$ cat src/rtl/dbuf_ctrl_if.sv
// Request/ack and DBUF-drive signal bundle between SFR decode and dbuf_ctrl.
// Opcode width/encoding fall back to local defaults when Defines.v is absent.
`ifndef SFR_OP_LEN
`define SFR_OP_LEN 4
`endif
`ifndef OP_DBUF_WR_BYTE
`define OP_DBUF_WR_BYTE 4'h6
`endif

interface dbuf_ctrl_if;
    logic                   i_cpu_req;
    logic [7:0]             i_cpu_byte;
    logic                   o_cpu_ack;
    logic                   i_per_req;
    logic [7:0]             i_per_byte;
    logic                   o_per_ack;
    logic                   i_cpu_rd;
    logic [7:0]             o_byte;
    logic [`SFR_OP_LEN-1:0] o_op;
    logic                   o_full;
    logic                   o_ovr;
    logic                   i_ovr_clr;

    modport slave (
        input  i_cpu_req, i_cpu_byte, i_per_req, i_per_byte, i_cpu_rd, i_ovr_clr,
        output o_cpu_ack, o_per_ack, o_byte, o_op, o_full, o_ovr
    );

    modport master (
        output i_cpu_req, i_cpu_byte, i_per_req, i_per_byte, i_cpu_rd, i_ovr_clr,
        input  o_cpu_ack, o_per_ack, o_byte, o_op, o_full, o_ovr
    );
endinterface

$ cat src/rtl/dbuf_ctrl.sv
// DBUF write controller: round-robin arbiter between CPU and peripheral writers,
// plus unread-data (full) tracking. Overrun flag enabled by DBUF_CTRL_OVERRUN_EN.
`ifndef SFR_OP_LEN
`define SFR_OP_LEN 4
`endif
`ifndef OP_DBUF_WR_BYTE
`define OP_DBUF_WR_BYTE 4'h6
`endif

module dbuf_ctrl (
    input logic        i_clk,
    input logic        i_rst,
    dbuf_ctrl_if.slave bus
);

    localparam logic [`SFR_OP_LEN-1:0] OpWr = `OP_DBUF_WR_BYTE;

    typedef enum logic {IDLE, WR} state_t;

    state_t     state_q, state_d;
    logic       lastPer_q, lastPer_d;
    logic       winPer_q, winPer_d;
    logic [7:0] byte_q, byte_d;
    logic       full_q, full_d;
    logic       cpuElig;
    logic       perElig;

    always_ff @(posedge i_clk) begin
        if (i_rst) begin
            state_q   <= IDLE;
            lastPer_q <= 1'b1;
            winPer_q  <= 1'b0;
            byte_q    <= 8'h00;
            full_q    <= 1'b0;
        end else begin
            state_q   <= state_d;
            lastPer_q <= lastPer_d;
            winPer_q  <= winPer_d;
            byte_q    <= byte_d;
            full_q    <= full_d;
        end
    end

    // A stalled peripheral stays ineligible while DBUF holds unread data,
    // unless overrun mode lets it overwrite.
    always_comb begin
        cpuElig = bus.i_cpu_req;
`ifdef DBUF_CTRL_OVERRUN_EN
        perElig = bus.i_per_req;
`else
        perElig = bus.i_per_req && !full_q;
`endif
    end

    always_comb begin
        state_d   = state_q;
        lastPer_d = lastPer_q;
        winPer_d  = winPer_q;
        byte_d    = byte_q;
        full_d    = full_q;
        case (state_q)
            IDLE: begin
                if (bus.i_cpu_rd)
                    full_d = 1'b0;
                if (cpuElig || perElig) begin
                    winPer_d  = perElig && (!cpuElig || !lastPer_q);
                    lastPer_d = winPer_d;
                    byte_d    = winPer_d ? bus.i_per_byte : bus.i_cpu_byte;
                    state_d   = WR;
                end
            end
            WR: begin
                // New peripheral data wins over a coincident CPU read strobe.
                full_d  = winPer_q;
                state_d = IDLE;
            end
        endcase
    end

`ifdef DBUF_CTRL_OVERRUN_EN
    logic ovr_q, ovr_d;
    logic ovrSet;

    always_ff @(posedge i_clk) begin
        if (i_rst)
            ovr_q <= 1'b0;
        else
            ovr_q <= ovr_d;
    end

    always_comb begin
        ovrSet = (state_q == WR) && winPer_q && full_q;
        ovr_d  = ovr_q;
        if (ovrSet)
            ovr_d = 1'b1;
        else if (bus.i_ovr_clr)
            ovr_d = 1'b0;
    end

    assign bus.o_ovr = ovr_q;
`else
    logic unusedOvrClr;
    assign unusedOvrClr = bus.i_ovr_clr;
    assign bus.o_ovr    = 1'b0;
`endif

    assign bus.o_op      = (state_q == WR) ? OpWr : '0;
    assign bus.o_byte    = (state_q == WR) ? byte_q : 8'h00;
    assign bus.o_cpu_ack = (state_q == WR) && !winPer_q;
    assign bus.o_per_ack = (state_q == WR) && winPer_q;
    assign bus.o_full    = full_q;

endmodule
$ cat src/flat_wrapper.sv
// flat-port wrapper written by rule: the top's interface ports become plain ports
module dbuf_ctrl_flat 
  (i_clk, i_rst, bus_i_cpu_req, bus_i_cpu_byte, bus_i_per_req, bus_i_per_byte, bus_i_cpu_rd, bus_i_ovr_clr, bus_o_cpu_ack, bus_o_per_ack, bus_o_byte, bus_o_op, bus_o_full, bus_o_ovr);
  dbuf_ctrl_if bus_i ();
  input logic i_clk;
  input logic i_rst;
  input wire logic [$bits(bus_i.i_cpu_req)-1:0] bus_i_cpu_req;
  input wire logic [$bits(bus_i.i_cpu_byte)-1:0] bus_i_cpu_byte;
  input wire logic [$bits(bus_i.i_per_req)-1:0] bus_i_per_req;
  input wire logic [$bits(bus_i.i_per_byte)-1:0] bus_i_per_byte;
  input wire logic [$bits(bus_i.i_cpu_rd)-1:0] bus_i_cpu_rd;
  input wire logic [$bits(bus_i.i_ovr_clr)-1:0] bus_i_ovr_clr;
  output wire logic [$bits(bus_i.o_cpu_ack)-1:0] bus_o_cpu_ack;
  output wire logic [$bits(bus_i.o_per_ack)-1:0] bus_o_per_ack;
  output wire logic [$bits(bus_i.o_byte)-1:0] bus_o_byte;
  output wire logic [$bits(bus_i.o_op)-1:0] bus_o_op;
  output wire logic [$bits(bus_i.o_full)-1:0] bus_o_full;
  output wire logic [$bits(bus_i.o_ovr)-1:0] bus_o_ovr;
  assign bus_i.i_cpu_req = bus_i_cpu_req;
  assign bus_i.i_cpu_byte = bus_i_cpu_byte;
  assign bus_i.i_per_req = bus_i_per_req;
  assign bus_i.i_per_byte = bus_i_per_byte;
  assign bus_i.i_cpu_rd = bus_i_cpu_rd;
  assign bus_i.i_ovr_clr = bus_i_ovr_clr;
  assign bus_o_cpu_ack = bus_i.o_cpu_ack;
  assign bus_o_per_ack = bus_i.o_per_ack;
  assign bus_o_byte = bus_i.o_byte;
  assign bus_o_op = bus_i.o_op;
  assign bus_o_full = bus_i.o_full;
  assign bus_o_ovr = bus_i.o_ovr;
  dbuf_ctrl u_core (.i_clk(i_clk), .i_rst(i_rst), .bus(bus_i));
endmodule
$ cat config.mk
export PLATFORM = sky130hd
export DESIGN_NAME = dbuf_ctrl_flat
export DESIGN_NICKNAME = d
export VERILOG_FILES = /design/src/rtl/dbuf_ctrl_if.sv /design/src/rtl/dbuf_ctrl.sv /design/src/flat_wrapper.sv
export SDC_FILE = /design/constraint.sdc
export NUM_CORES = 1
export LEC_CHECK = 0
export BUFFER_PORTS_ARGS = -buffer_cell sky130_fd_sc_hd__buf_2
export CORE_MARGIN = 2
export CORE_UTILIZATION = 39
export CTS_BUF_LIST = sky130_fd_sc_hd__clkbuf_8
export DETAILED_ROUTE_END_ITERATION = 16
export PLACE_DENSITY_LB_ADDON = 0.3
export SYNTH_ARGS = -nofsm -noshare
export SYNTH_HDL_FRONTEND = slang
export SYNTH_SLANG_ARGS = --single-unit
$ cat constraint.sdc
create_clock -name i_clk -period 1.2 [get_ports i_clk]
set_input_delay 0.24 -clock i_clk [delete_from_list [all_inputs] [get_ports i_clk]]
set_output_delay 0.24 -clock i_clk [all_outputs]
set_load 0.01 [all_outputs]
Word-level counts from Yosys, hierarchy flattened
Index checks and enable logic that the tools add are counted.
Widths: inputs -> output; s select.
{"block": "totals", "register_bits": 12, "in_bits": 22, "wordCells": 25}
{"block": "op_classes", "eq_ne": 1, "muxes": 7, "bitwise_logic": 1, "n_reduce_logical": 11}
{"cell": "$mux 8", "n": 2}
{"cell": "$logic_and 1x1->1", "n": 4}
{"cell": "$logic_not 1->1", "n": 4}
{"cell": "$pmux 1 s2", "n": 2}
{"cell": "$mux 3", "n": 1}
{"cell": "$logic_or 1x1->1", "n": 2}
{"cell": "$mux 1", "n": 2}
{"cell": "$ne 2x2->1 const B", "n": 1}
{"cell": "$reduce_and 2->1", "n": 1}
{"cell": "$not 1->1", "n": 1}

Logic depth before layout (Yosys ltp)
Gate-level depths: netlist of run 1.
{"block": "depth", "word_depth": 5, "mapped_depth": 5, "ltp_nobuf": 4}

Least setup slack after synthesis of run 1
OpenSTA, ideal clock, no wires.
{"block": "synth_timing", "path_type": "register to register", "start": "reg u_core.full_q, in the netlist u_core.bus.o_full", "end": "reg u_core.lastPer_q", "arrival_time_ps": 1083, "required_ps": 1080, "slack_ps": -3, "stages_incl_launch_ff": 5, "n_path_buf": 1, "period_less_slack_ps": 1203, "cell_sequence": "dfxtp_1 -> nand2b_4 -> a21o_1 -> buf_6 -> a211o_1"}
{"block": "synth_between", "elab_chain_len": 4, "word_cells_on_any_way": 5, "classes_between": "reduce/logical: 5"}
{"item": "start, declared", "line": "dbuf_ctrl.sv:24", "text": "logic full_q, full_d;"}
{"item": "start signal, assigned", "line": "dbuf_ctrl.sv:40", "text": "full_q <= full_d;"}
{"item": "$logic_not 1->1 *", "line": "dbuf_ctrl.sv:51", "text": "perElig = bus.i_per_req && !full_q;"}
{"item": "$logic_and 1x1->1 *", "line": "dbuf_ctrl.sv:51"}
{"item": "$logic_or 1x1->1", "line": "dbuf_ctrl.sv:65", "text": "if (cpuElig || perElig) begin"}
{"item": "$reduce_and 2->1 (no line)"}
{"item": "end signal, assigned", "line": "dbuf_ctrl.sv:37", "text": "lastPer_q <= lastPer_d;"}
{"item": "end, declared", "line": "dbuf_ctrl.sv:21", "text": "logic lastPer_q, lastPer_d;"}
Mark *: on every way between the ends. The rest lies on a longest branch, timed or not.
A chain may end at the register's enable or synchronous reset.

Final worst setup path of run 1
{"block": "layout_timing", "start": "reg u_core.state_q", "end": "out bus_o_per_ack"}
{"block": "layout_between", "elab_chain_len": 1}
{"item": "start, declared", "line": "dbuf_ctrl.sv:20", "text": "state_t state_q, state_d;"}
{"item": "start signal, assigned", "line": "dbuf_ctrl.sv:36", "text": "state_q <= state_d;"}
{"item": "$logic_and 1x1->1", "line": "dbuf_ctrl.sv:110", "text": "assign bus.o_per_ack = (state_q == WR) && winPer_q;"}
{"item": "end, declared", "line": "flat_wrapper.sv:14", "text": "output wire logic [$bits(bus_i.o_per_ack)-1:0] bus_o_per_ack;"}
No other way between the ends.

==> key figures, run 1 <==
STA
  – Max-slew violation count: 0
  – Final period utilization: 102.4%
  – RSZ-0062 raised after global routing: true
  – Total setup violations reported at the end of the flow: 10
  – Hold violation total from the final report: 0
  – Highest Clock Rate: 0.8140 GHz
  – Final critical path time including I/O delays and setup: 1228 ps
  – Setup TNS: -89.54 ps
  – Maximum clock skew at final layout: 2.241 ps
  – Minimum setup slack in the final design: -28.45 ps

Die
  – Core Footprint: 1524 µm²
  – Initial Util: 42.12%
  – Die span in x: about 45 µm
  – Number of placed I/O pins: 38
  – Total die area: 1986 µm²
  – Die boundary height: 44.57 µm
  – Count of standard-cell rows: 14

CTS
  – Worst skew pair latency: 240 ps
  – Number of sinks driven by the clock tree: 12
  – TritonCTS clock tree: done
  – Number of clock buffers inserted by TritonCTS: 3
  – CTS root buf: clkbuf_8
  – Clock transition at the register clock pins on the worst setup and hold paths after CTS: 50 ps
  – H-tree depth reported by CTS: 1
  – Clock Path Buffers: 2

Route
  – Total wire length after detailed routing: roughly 1.5 mm
  – Number of antenna-violating nets in the routed design: 0
  – Avg WL per Cell: 11.98 µm
  – Routed via count: 644
  – DRC violation total after the first TritonRoute iteration: 5
  – Post-detailed-route DRC marker count: 0
  – Router iterations before antenna repair: 4
  – Average vias per placed instance: roughly 5.0

Layout
  – Multi-input logic area: 374.1 µm²
  – Most common cell after layout, fill and taps aside: buf_2
  – Fraction of layout instances using a drive strength above 1: 53.98%
  – Fin util: around 64%
  – Storage element area: 245.2 µm²
  – Final Net Count: 137
  – Diodes inserted: 0
  – Fillers: 140
  – Post-layout instance count excluding filler cells: 129
  – Commonest cells after routing, fill and taps aside: buf_2, buf_6, nor2_1
  – Syn-to-layout area delta: 52.83%

Setup path
  – Ordered cell list for the critical path: buf_6, and2_4, buf_6
  – Worst EP required: 960 ps
  – Critical path class: flip-flop to primary output
  – Internal reg-to-reg setup slack: 20 ps
  – Count of cell instances traversed by the critical path: 3
  – Worst path bufs/invs: 2
  – Dominant cell type by count on the critical path: buf_6
  – Worst-path maximum fanout: 5
  – Arrival time at the worst endpoint: ~990 ps
  – Maximum cell stage delay along the critical path: ~350 ps
  – Critical path launch point type: flip-flop
  – Source of the worst register-to-register timing path: u_core.bus.o_full
  – Cell with the biggest individual delay on the critical path: dfxtp_4
  – Top delay family on crit path: flip-flops
  – R2R Path End: u_core.lastPer_q
  – Kind of capture point of the worst setup path: primary output
  – Depth of the worst register-to-register path: 3

Power and ir drop
  – Leakage power summed over all cells: between 0.4 and 0.5 nW
  – IR Drop Worst-Case VDD: 0.0005961 V
  – Power per Cell Area: 1141 nW/µm²
  – Pwr Total: 1.120 mW

Min path
  – Worst hold path class: input port to flip-flop
  – Worst hold path startpoint: bus_i_cpu_byte[5]
  – Worst hold path cell count: 3
  – Endpoint with the worst hold slack: u_core.byte_q[5]

Placed design
  – Final Wtd Congestion: 0.6336
  – Worst slack at placement: 2.298 ps
  – Post-placement cell count: 124
  – Buffers on Ports: 33

Logic synthesis
  – Post-synthesis sequential area ratio: 37.43%
  – Largest family of logic cells by synthesized area: compound AO/OA/AOI/OAI gates
  – Biggest area contributors in the synthesized netlist: dfxtp_1, and2_1, a211oi_1, nor2_1, a21oi_1
  – Complex-gate fraction of the synthesized area: 26.12%
  – Mean area per synthesized cell: 8.229 µm²
  – Count of distinct cell types in the synthesized netlist: 19
  – Adder-cell area share of the yosys netlist: 0%
  – Cell type with the largest total area after synthesis: dfxtp_1
  – Synthesis-stage register bit count: 12
  – Simple logic cell fraction of the synthesized area: 24.76%
  – Mapped Cells: 78
  – Fraction of synthesized cell area taken by the top area cell type: 37.43%
  – Post-Synthesis Cell Area: 641.9 µm²
  – Synth warnings: 0
  – XOR/XNOR share of the synthesized area: 0%
  – Multiplexer fraction of the synthesized cell area: 0%

Global routing
  – Remaining global-route overflow: 0
  – Pin count of the biggest net entering global routing: 13
  – Vias in the first global route: 550
  – Global-route total usage across every layer: ~17%
  – Initial antenna violation count: 0
  – First-pass GRT wire length: 2.283 mm

Outcome
  – Status: complete, but fails checks
  – Failing checks: setup timing

Run
  – Maximum capacitance violations: 0
-- how the worst max path moves through the flow --
stage | end | startpoint
after global placement | u_core.lastPer_q | u_core.bus.o_full
after global routing | bus_o_per_ack | u_core.state_q
final | bus_o_per_ack | u_core.state_q
after detailed placement | u_core.lastPer_q | u_core.bus.o_full
after floorplan | u_core.lastPer_q | u_core.bus.o_full
after CTS | bus_o_byte[0] | u_core.state_q
-- where the power goes --
group | internal, mW | switching (mW) | leakage (nW)
Combinational | 0.156 | 0.137 | 0.356
Sequential | 0.437 | 0.0251 | 0.101
Clock | 0.221 | 0.143 | 0.0216
Total | 0.814 | 0.306 | 0.479
-- cell usage after synthesis, drive strengths merged --
cell type	count
conb	1
nor2	13
a211o	1
a2bb2oi	1
a21o	2
a311oi	1
dfxtp	12
buf	7
nand2b	1
a211oi	7
and2	9
inv	1
a21oi	10
nor2b	1
clkbuf	2
nand2	9
-- state kept, by name (all words and copies together), names as in the netlist --
| name | count |
|---|---|
| u_core.bus.o_full | 1 |
| u_core.byte_q | 8 |
| u_core.lastPer_q | 1 |
| u_core.state_q | 1 |
| u_core.winPer_q | 1 |
-- worst reg2reg max path, delay by kind of cell (launching register included) --
family	cells	cell delay [ps]
DFF	1	310
and+or+nand+nor	1	160
AOI/OAI and AO/OA	2	590
-- through the flow --
stage,cell area (µm²),hold WS [ps]
CTS,885.9,237.7
global placement,798.3,483.5
global route,980.9,244.1
detailed placement,798.3,486.4
finish,980.9,239.5
floorplan,650.6,312.1
-- logic make-up (layout without fill, tap and decap cells) --
family / count (synthesis) / after routing
flip-flops: 12 / 12
buffers and inverters: 10 / 43
other: 1 / 3
AO/OA/AOI/OAI: 22 / 22
AND/OR/NAND/NOR: 33 / 33
-- layer usage --
layer	part of all wire, %	global-route usage, %	vias up
li1	-	-	324
met1	43	19.40	300
met2	50	24.35	17
met3	5.9	7.347	3
met4	1.6	10.91	0
met5	0	0	-
-- final cells by class --
class	instances	share of cell area, %
clock buffer	3	4.209
inverter	1	0.3827
multi-input combinational	58	38.14
sequential	12	25.00
tap	16	2.041
timing repair buffer	39	30.23
-- timing repair --
item / CTS / global route
hold buffers: 0 / 0
gates cloned: 0 / 1
resized for setup: 10 / 20
pin swaps: 0 / 9
endpoints found under the setup margin: 14 / 20
buffers inserted: 0 / 1
Power figures use the tool's default switching activity.
==> run 2, diff against run 1 <==
--- a/config.mk
+++ b/config.mk
@@ -6,11 +6,14 @@
 export NUM_CORES = 1
 export LEC_CHECK = 0
 export BUFFER_PORTS_ARGS = -buffer_cell sky130_fd_sc_hd__buf_2
+export CELL_PAD_IN_SITES_DETAIL_PLACEMENT = 0
+export CELL_PAD_IN_SITES_GLOBAL_PLACEMENT = 2
 export CORE_MARGIN = 2
-export CORE_UTILIZATION = 39
+export CORE_UTILIZATION = 20
 export CTS_BUF_LIST = sky130_fd_sc_hd__clkbuf_8
 export DETAILED_ROUTE_END_ITERATION = 16
 export PLACE_DENSITY_LB_ADDON = 0.3
+export SETUP_SLACK_MARGIN = 0.15
 export SYNTH_ARGS = -nofsm -noshare
 export SYNTH_HDL_FRONTEND = slang
 export SYNTH_SLANG_ARGS = --single-unit
==> run 2 against run 1 <==
  * The run still ends with setup timing left
  * Highest routed layer unchanged
  * Non-clock buffer count increased by 6
  * First-iteration DRC count increased to 3.2 times the previous value
  * Global-route usage decreased by 5.1 points
==> key figures, run 2 (synthesized netlist as in run 1, its figures left out) <==
Outcome
  – Status: complete, but fails checks
  – Failing checks: setup timing

Route
  – Average vias per placed instance: between 4 and 5
  – Total wire length after detailed routing: 2.056 mm
  – Routed via count: about 700
  – Router iterations before antenna repair: 4
  – Number of antenna-violating nets in the routed design: 0
  – DRC violation total after the first TritonRoute iteration: 16
  – Avg WL per Cell: 12.39 µm
  – Post-detailed-route DRC marker count: 0

Power and ir drop
  – Clock network power share: 33.6%
  – Psw: 0.3582 mW
  – Leakage power summed over all cells: 0.5377 nW
  – Logic pwr share: between 30% and 40%
  – Pwr Total: 1.292 mW
  – Internal cell power: 0.9334 mW
  – Power per Cell Area: 1079 nW/µm²
  – Switching share of power: 27.73%
  – Relative contribution of sequential cells to total power: 36.0%
  – IR Drop Worst-Case VDD: 0.0003011 V

Placed design
  – Final Wtd Congestion: 0.6995
  – Final HPWL DP: 1.220 mm
  – Buffers on Ports: 33
  – Dpl cell area: 818.3 µm²

Run
  – Maximum capacitance violations: 0

Die
  – Die span in x: between 60 and 70 µm
  – Initial Util: approximately a fifth
  – Total die area: 3678 µm²
  – Die boundary height: a little over 60 µm
  – Number of placed I/O pins: 38
  – Core Footprint: 3053 µm²
  – Count of standard-cell rows: 20

Setup path
  – Worst EP required: 960 ps
  – Kind of capture point of the worst setup path: primary output
  – Arrival time at the worst endpoint: 980 ps
  – R2R Path End: u_core.byte_q[7]
  – Source of the worst register-to-register timing path: u_core.bus.o_full
  – Worst-path maximum fanout: 5
  – Critical path launch point type: flip-flop
  – Internal reg-to-reg setup slack: about 20 ps
  – Depth of the worst register-to-register path: 5
  – Critical path class: flip-flop to primary output

CTS
  – Number of sinks driven by the clock tree: 12
  – H-tree depth reported by CTS: 1
  – Hold Buf Count CTS: 0
  – TritonCTS clock tree: done
  – Worst skew pair latency: 240 ps
  – Number of clock buffers inserted by TritonCTS: 3
  – Clock transition at the register clock pins on the worst setup and hold paths after CTS: roughly 50 ps
  – Clock Path Buffers: 2
  – CTS root buf: clkbuf_8

STA
  – Maximum clock skew at final layout: 1.717 ps
  – Final critical path time including I/O delays and setup: 1220 ps
  – RSZ-0062 raised after global routing: true
  – Minimum setup slack in the final design: -20.00 ps
  – Final period utilization: 101.7%
  – Hold violation total from the final report: 0
  – Max-slew violation count: 0
  – Highest Clock Rate: 0.8197 GHz
  – Total setup violations reported at the end of the flow: 8

Layout
  – Fraction of layout instances using a drive strength above 1: 68.03%
  – Commonest cells after routing, fill and taps aside: buf_2, buf_6, nor2_1
  – Number of flip-flops in the largest register: 8
  – Diodes inserted: 0
  – Final Net Count: 145
  – Post-layout instance area: 1197 µm²
  – Most common cell after layout, fill and taps aside: buf_2
  – Syn-to-layout area delta: 86.55%
  – Top register by number of flip-flops: u_core.byte_q
  – Fillers: about 320

Global routing
  – First-pass GRT wire length: 3.036 mm
  – Initial antenna violation count: 0
  – Vias in the first global route: approximately 650
  – Pin count of the biggest net entering global routing: 13
  – Remaining global-route overflow: 0
  – Global-route total usage across every layer: 11.52%

Min path
  – Endpoint with the worst hold slack: u_core.byte_q[4]
  – Worst hold path cell count: 3
  – Worst hold path class: input port to flip-flop
  – Worst hold path startpoint: bus_i_cpu_byte[4]
[run 2: worst max path at each step]
stage	startpoint	endpoint	slack, ps	depth (start not counted)
after floorplan	u_core.bus.o_full	u_core.lastPer_q	70	4
after global placement	u_core.bus.o_full	u_core.byte_q[2]	-10	4
after detailed placement	u_core.bus.o_full	u_core.byte_q[5]	-20	4
after CTS	u_core.state_q	bus_o_per_ack	-30	3
after global routing	u_core.state_q	bus_o_per_ack	-50	3
final	u_core.state_q	bus_o_per_ack	-20	3
[run 2: timing repair]
action | in CTS | in global routing
pin swaps | 26 | 6
cloned | 3 | 0
setup buffers | 7 | 2
resized for setup | 34 | 17
endpoints found under the hold margin | 0 | 0
endpoints found under the setup margin | 22 | 23
[run 2: power groups by stage]
stage               combinational [mW]  sequential (mW)  clock (mW)
finish                           0.392            0.465       0.434
global route                     0.423            0.470       0.470
CTS                              0.342            0.461       0.450
detailed placement               0.232            0.466           0
global placement                 0.231            0.466           0
floorplan                        0.165            0.464           0
[run 2: critical path: stages (launching register included)]
cell,delay [ps]
dfxtp_4,360
buf_6,120
and2_4,150
buf_6,110
[run 2: per-layer routing]
| layer | track usage (%) | vias up | wire [µm] | part of all wire, % |
|---|---|---|---|---|
| met5 | 0 | - | 0 | 0 |
| met4 | 5.590 | 0 | 22 | 1.1 |
| met3 | 2.345 | 2 | 136 | 6.6 |
| met2 | 18.74 | 21 | 1018 | 50 |
| met1 | 14.53 | 315 | 879 | 43 |
| li1 | - | 344 | - | - |
[run 2: stage by stage]
stage	hold slack [ps]	instances	util, %	worst slack (ps)	TNS, ps
finish	248.5	166	39.22	-20.00	-53.18
CTS	242.8	164	35.74	-31.35	-197.8
global route	256.0	166	39.22	-52.11	-485.0
global placement	471.7	150	26.80	-10.28	-34.55
detailed placement	480.2	150	26.80	-23.11	-107.4
floorplan	312.1	80	-	69.63	0
[run 2: layout make-up]
cell class	instances	area [µm²]	share of cell area, %
Tap cell	44	55.05	4.598
Multi-Input combinational cell	60	479.2	40.02
Sequential cell	12	245.2	20.48
Timing Repair Buffer	45	359.1	29.99
Clock buffer	4	55.05	4.598
Inverter	1	3.754	0.3135
==> run 3, diff against run 2 <==
--- a/config.mk
+++ b/config.mk
@@ -8,6 +8,7 @@
 export BUFFER_PORTS_ARGS = -buffer_cell sky130_fd_sc_hd__buf_2
 export CELL_PAD_IN_SITES_DETAIL_PLACEMENT = 0
 export CELL_PAD_IN_SITES_GLOBAL_PLACEMENT = 2
+export CORE_ASPECT_RATIO = 1.1
 export CORE_MARGIN = 2
 export CORE_UTILIZATION = 20
 export CTS_BUF_LIST = sky130_fd_sc_hd__clkbuf_8
==> run 3 against run 2 <==
  * The flow still finishes with violations (setup timing)
  * Design area increased by 1.0%
  * Critical path depth unchanged
  * Final cell count decreased by 7.2%
  * First-iteration DRC count decreased by 69%
  * Sequential cell count unchanged
  * Sequential share of layout area decreased by 0.21 points
  * Largest power group unchanged
  * Highest routed layer unchanged
==> key figures, run 3 (synthesized netlist as in run 1, its figures left out) <==
Setup path
  – Maximum cell stage delay along the critical path: approximately 350 ps
  – Ordered cell list for the critical path: buf_6, and2_4, buf_6
  – Worst path bufs/invs: 2
  – Critical path launch point type: flip-flop
  – Kind of capture point of the worst setup path: primary output
  – Critical path class: flip-flop to primary output
  – Top delay family on crit path: flip-flops
  – Internal reg-to-reg setup slack: 70 ps
  – Cell with the biggest individual delay on the critical path: dfxtp_4
  – Dominant cell type by count on the critical path: buf_6
  – Arrival time at the worst endpoint: just under 1000 ps
  – Worst-path maximum fanout: 5
  – Worst EP required: 960 ps

Power and ir drop
  – Pwr Total: 1.314 mW
  – IR Drop Worst-Case VDD: around 0.00054 V
  – Relative contribution of sequential cells to total power: a little over a third
  – Internal cell power: 0.9442 mW
  – Power per Cell Area: 1086 nW/µm²
  – Logic pwr share: 31.0%
  – Switching share of power: 28.16%
  – Psw: 0.3702 mW
  – Clock network power share: between 30 and 40%
  – Leakage power summed over all cells: 0.5397 nW

Die
  – Number of placed I/O pins: 38
  – Initial Util: 21.06%
  – Die span in x: 58.02 µm
  – Core Footprint: just over 3000 µm²
  – Die boundary height: about 63 µm
  – Total die area: 3679 µm²
  – Count of standard-cell rows: 21

Layout
  – Number of flip-flops in the largest register: 8
  – Post-layout instance area: 1210 µm²
  – Fraction of layout instances using a drive strength above 1: 72.50%
  – Fillers: 311
  – Most common cell after layout, fill and taps aside: buf_2
  – Diodes inserted: 0
  – Top register by number of flip-flops: u_core.byte_q
  – Syn-to-layout area delta: 88.50%
  – Commonest cells after routing, fill and taps aside: buf_2, buf_6, nor2_1, dfxtp_1, and2_4
  – Fin util: between 30% and 40%
  – Final Net Count: 143

CTS
  – Number of sinks driven by the clock tree: 12
  – TritonCTS clock tree: done
  – Clock transition at the register clock pins on the worst setup and hold paths after CTS: 60 ps
  – H-tree depth reported by CTS: 1
  – Worst skew pair latency: 240 ps
  – Number of clock buffers inserted by TritonCTS: 3
  – Hold Buf Count CTS: 0
  – CTS root buf: clkbuf_8
  – Clock Path Buffers: 2

STA
  – Hold violation total from the final report: 0
  – RSZ-0062 raised after global routing: true
  – Worst hold slack after final layout: between 200 and 250 ps
  – Final period utilization: 100.7%
  – Highest Clock Rate: roughly 0.83 GHz
  – Minimum setup slack in the final design: -8.336 ps
  – Setup TNS: -15.06 ps
  – Final critical path time including I/O delays and setup: 1208 ps
  – Max-slew violation count: 0
  – Total setup violations reported at the end of the flow: 6
  – Maximum clock skew at final layout: between 1 and 1.5 ps

Placed design
  – Dpl cell area: 805.8 µm²
  – Final HPWL DP: 1.189 mm
  – Buffers on Ports: 33
  – Final Wtd Congestion: 0.7046

Route
  – DRC violation total after the first TritonRoute iteration: 5
  – Number of antenna-violating nets in the routed design: 0
  – Post-detailed-route DRC marker count: 0
  – Routed via count: 679
  – Average vias per placed instance: 4.409
  – Router iterations before antenna repair: 3
  – Avg WL per Cell: about 13 µm
  – Total wire length after detailed routing: 1.938 mm

Global routing
  – Initial antenna violation count: 0
  – Vias in the first global route: roughly 660
  – Remaining global-route overflow: 0
  – Pin count of the biggest net entering global routing: 13
  – First-pass GRT wire length: 2.960 mm
  – Global-route total usage across every layer: between 10% and 20%

Outcome
  – Status: complete, but fails checks
  – Failing checks: setup timing

Min path
  – Worst hold path class: input port to flip-flop

Run
  – Maximum capacitance violations: 0
-- run 3: cell types whose count changed in the layout (fill, tap and decap cells not counted), moves of 2 or more --
cell,delta
a211oi_2,+3
buf_2,-2
a211oi_1,-3
buf_6,+2
-- run 3: layout make-up --
| cell class | count | area, µm² | area share, % |
|---|---|---|---|
| repair buffers | 44 | 364.1 | 30.09 |
| well taps | 34 | 42.54 | 3.516 |
| clock buffers | 4 | 55.05 | 4.550 |
| flip-flops and latches | 12 | 245.2 | 20.27 |
| multi-input cells | 59 | 499.2 | 41.26 |
| inverters | 1 | 3.754 | 0.3102 |
-- run 3: tightest hold or removal path: stages --
cell      delay, ps
buf_2            90
nand2_1          40
a211oi_1         60
-- run 3: per-layer routing --
metal	vias to the layer above	GRT usage [%]	wire length, µm
met1	313	12.77	857
li1	343	-	-
met3	2	2.669	102
met2	21	18.04	966
met5	-	0	0
met4	0	3.488	12
-- run 3: metrics by stage --
step,worst slack (ps),std cells
6_report,-8.336,154
5_1_grt,-31.90,154
4_1_cts,-12.88,152
3_5_place_dp,-16.11,140
3_3_place_gp,-9.671,140
2_1_floorplan,69.63,80
-- run 3: path summary, 6_finish.rpt --
| path | cells after the start | end | startpoint |
|---|---|---|---|
| worst max-delay path | 3 | bus_o_per_ack | u_core.state_q |
| worst min-delay path | 3 | u_core.byte_q[3] | bus_i_cpu_byte[3] |
| worst min register to register | 2 | u_core.byte_q[3] | u_core.byte_q[3] |
| worst max register to register | 3 | u_core.lastPer_q | u_core.bus.o_full |
-- run 3: power groups by stage --
stage	clock network [mW]	registers (mW)	logic [mW]
after floorplan	0	0.464	0.165
after global placement	0	0.466	0.229
after detailed placement	0	0.467	0.231
after CTS	0.448	0.461	0.352
after global routing	0.466	0.471	0.435
final	0.441	0.466	0.408
-- run 3: what timing repair did --
item                       4_1_cts  5_1_grt
setup buffers                    7        2
pin swaps                       23       11
setup endpoints to repair       22       23
hold endpoints to repair         0        0
gates resized for setup         39       19
cloned                           1        0
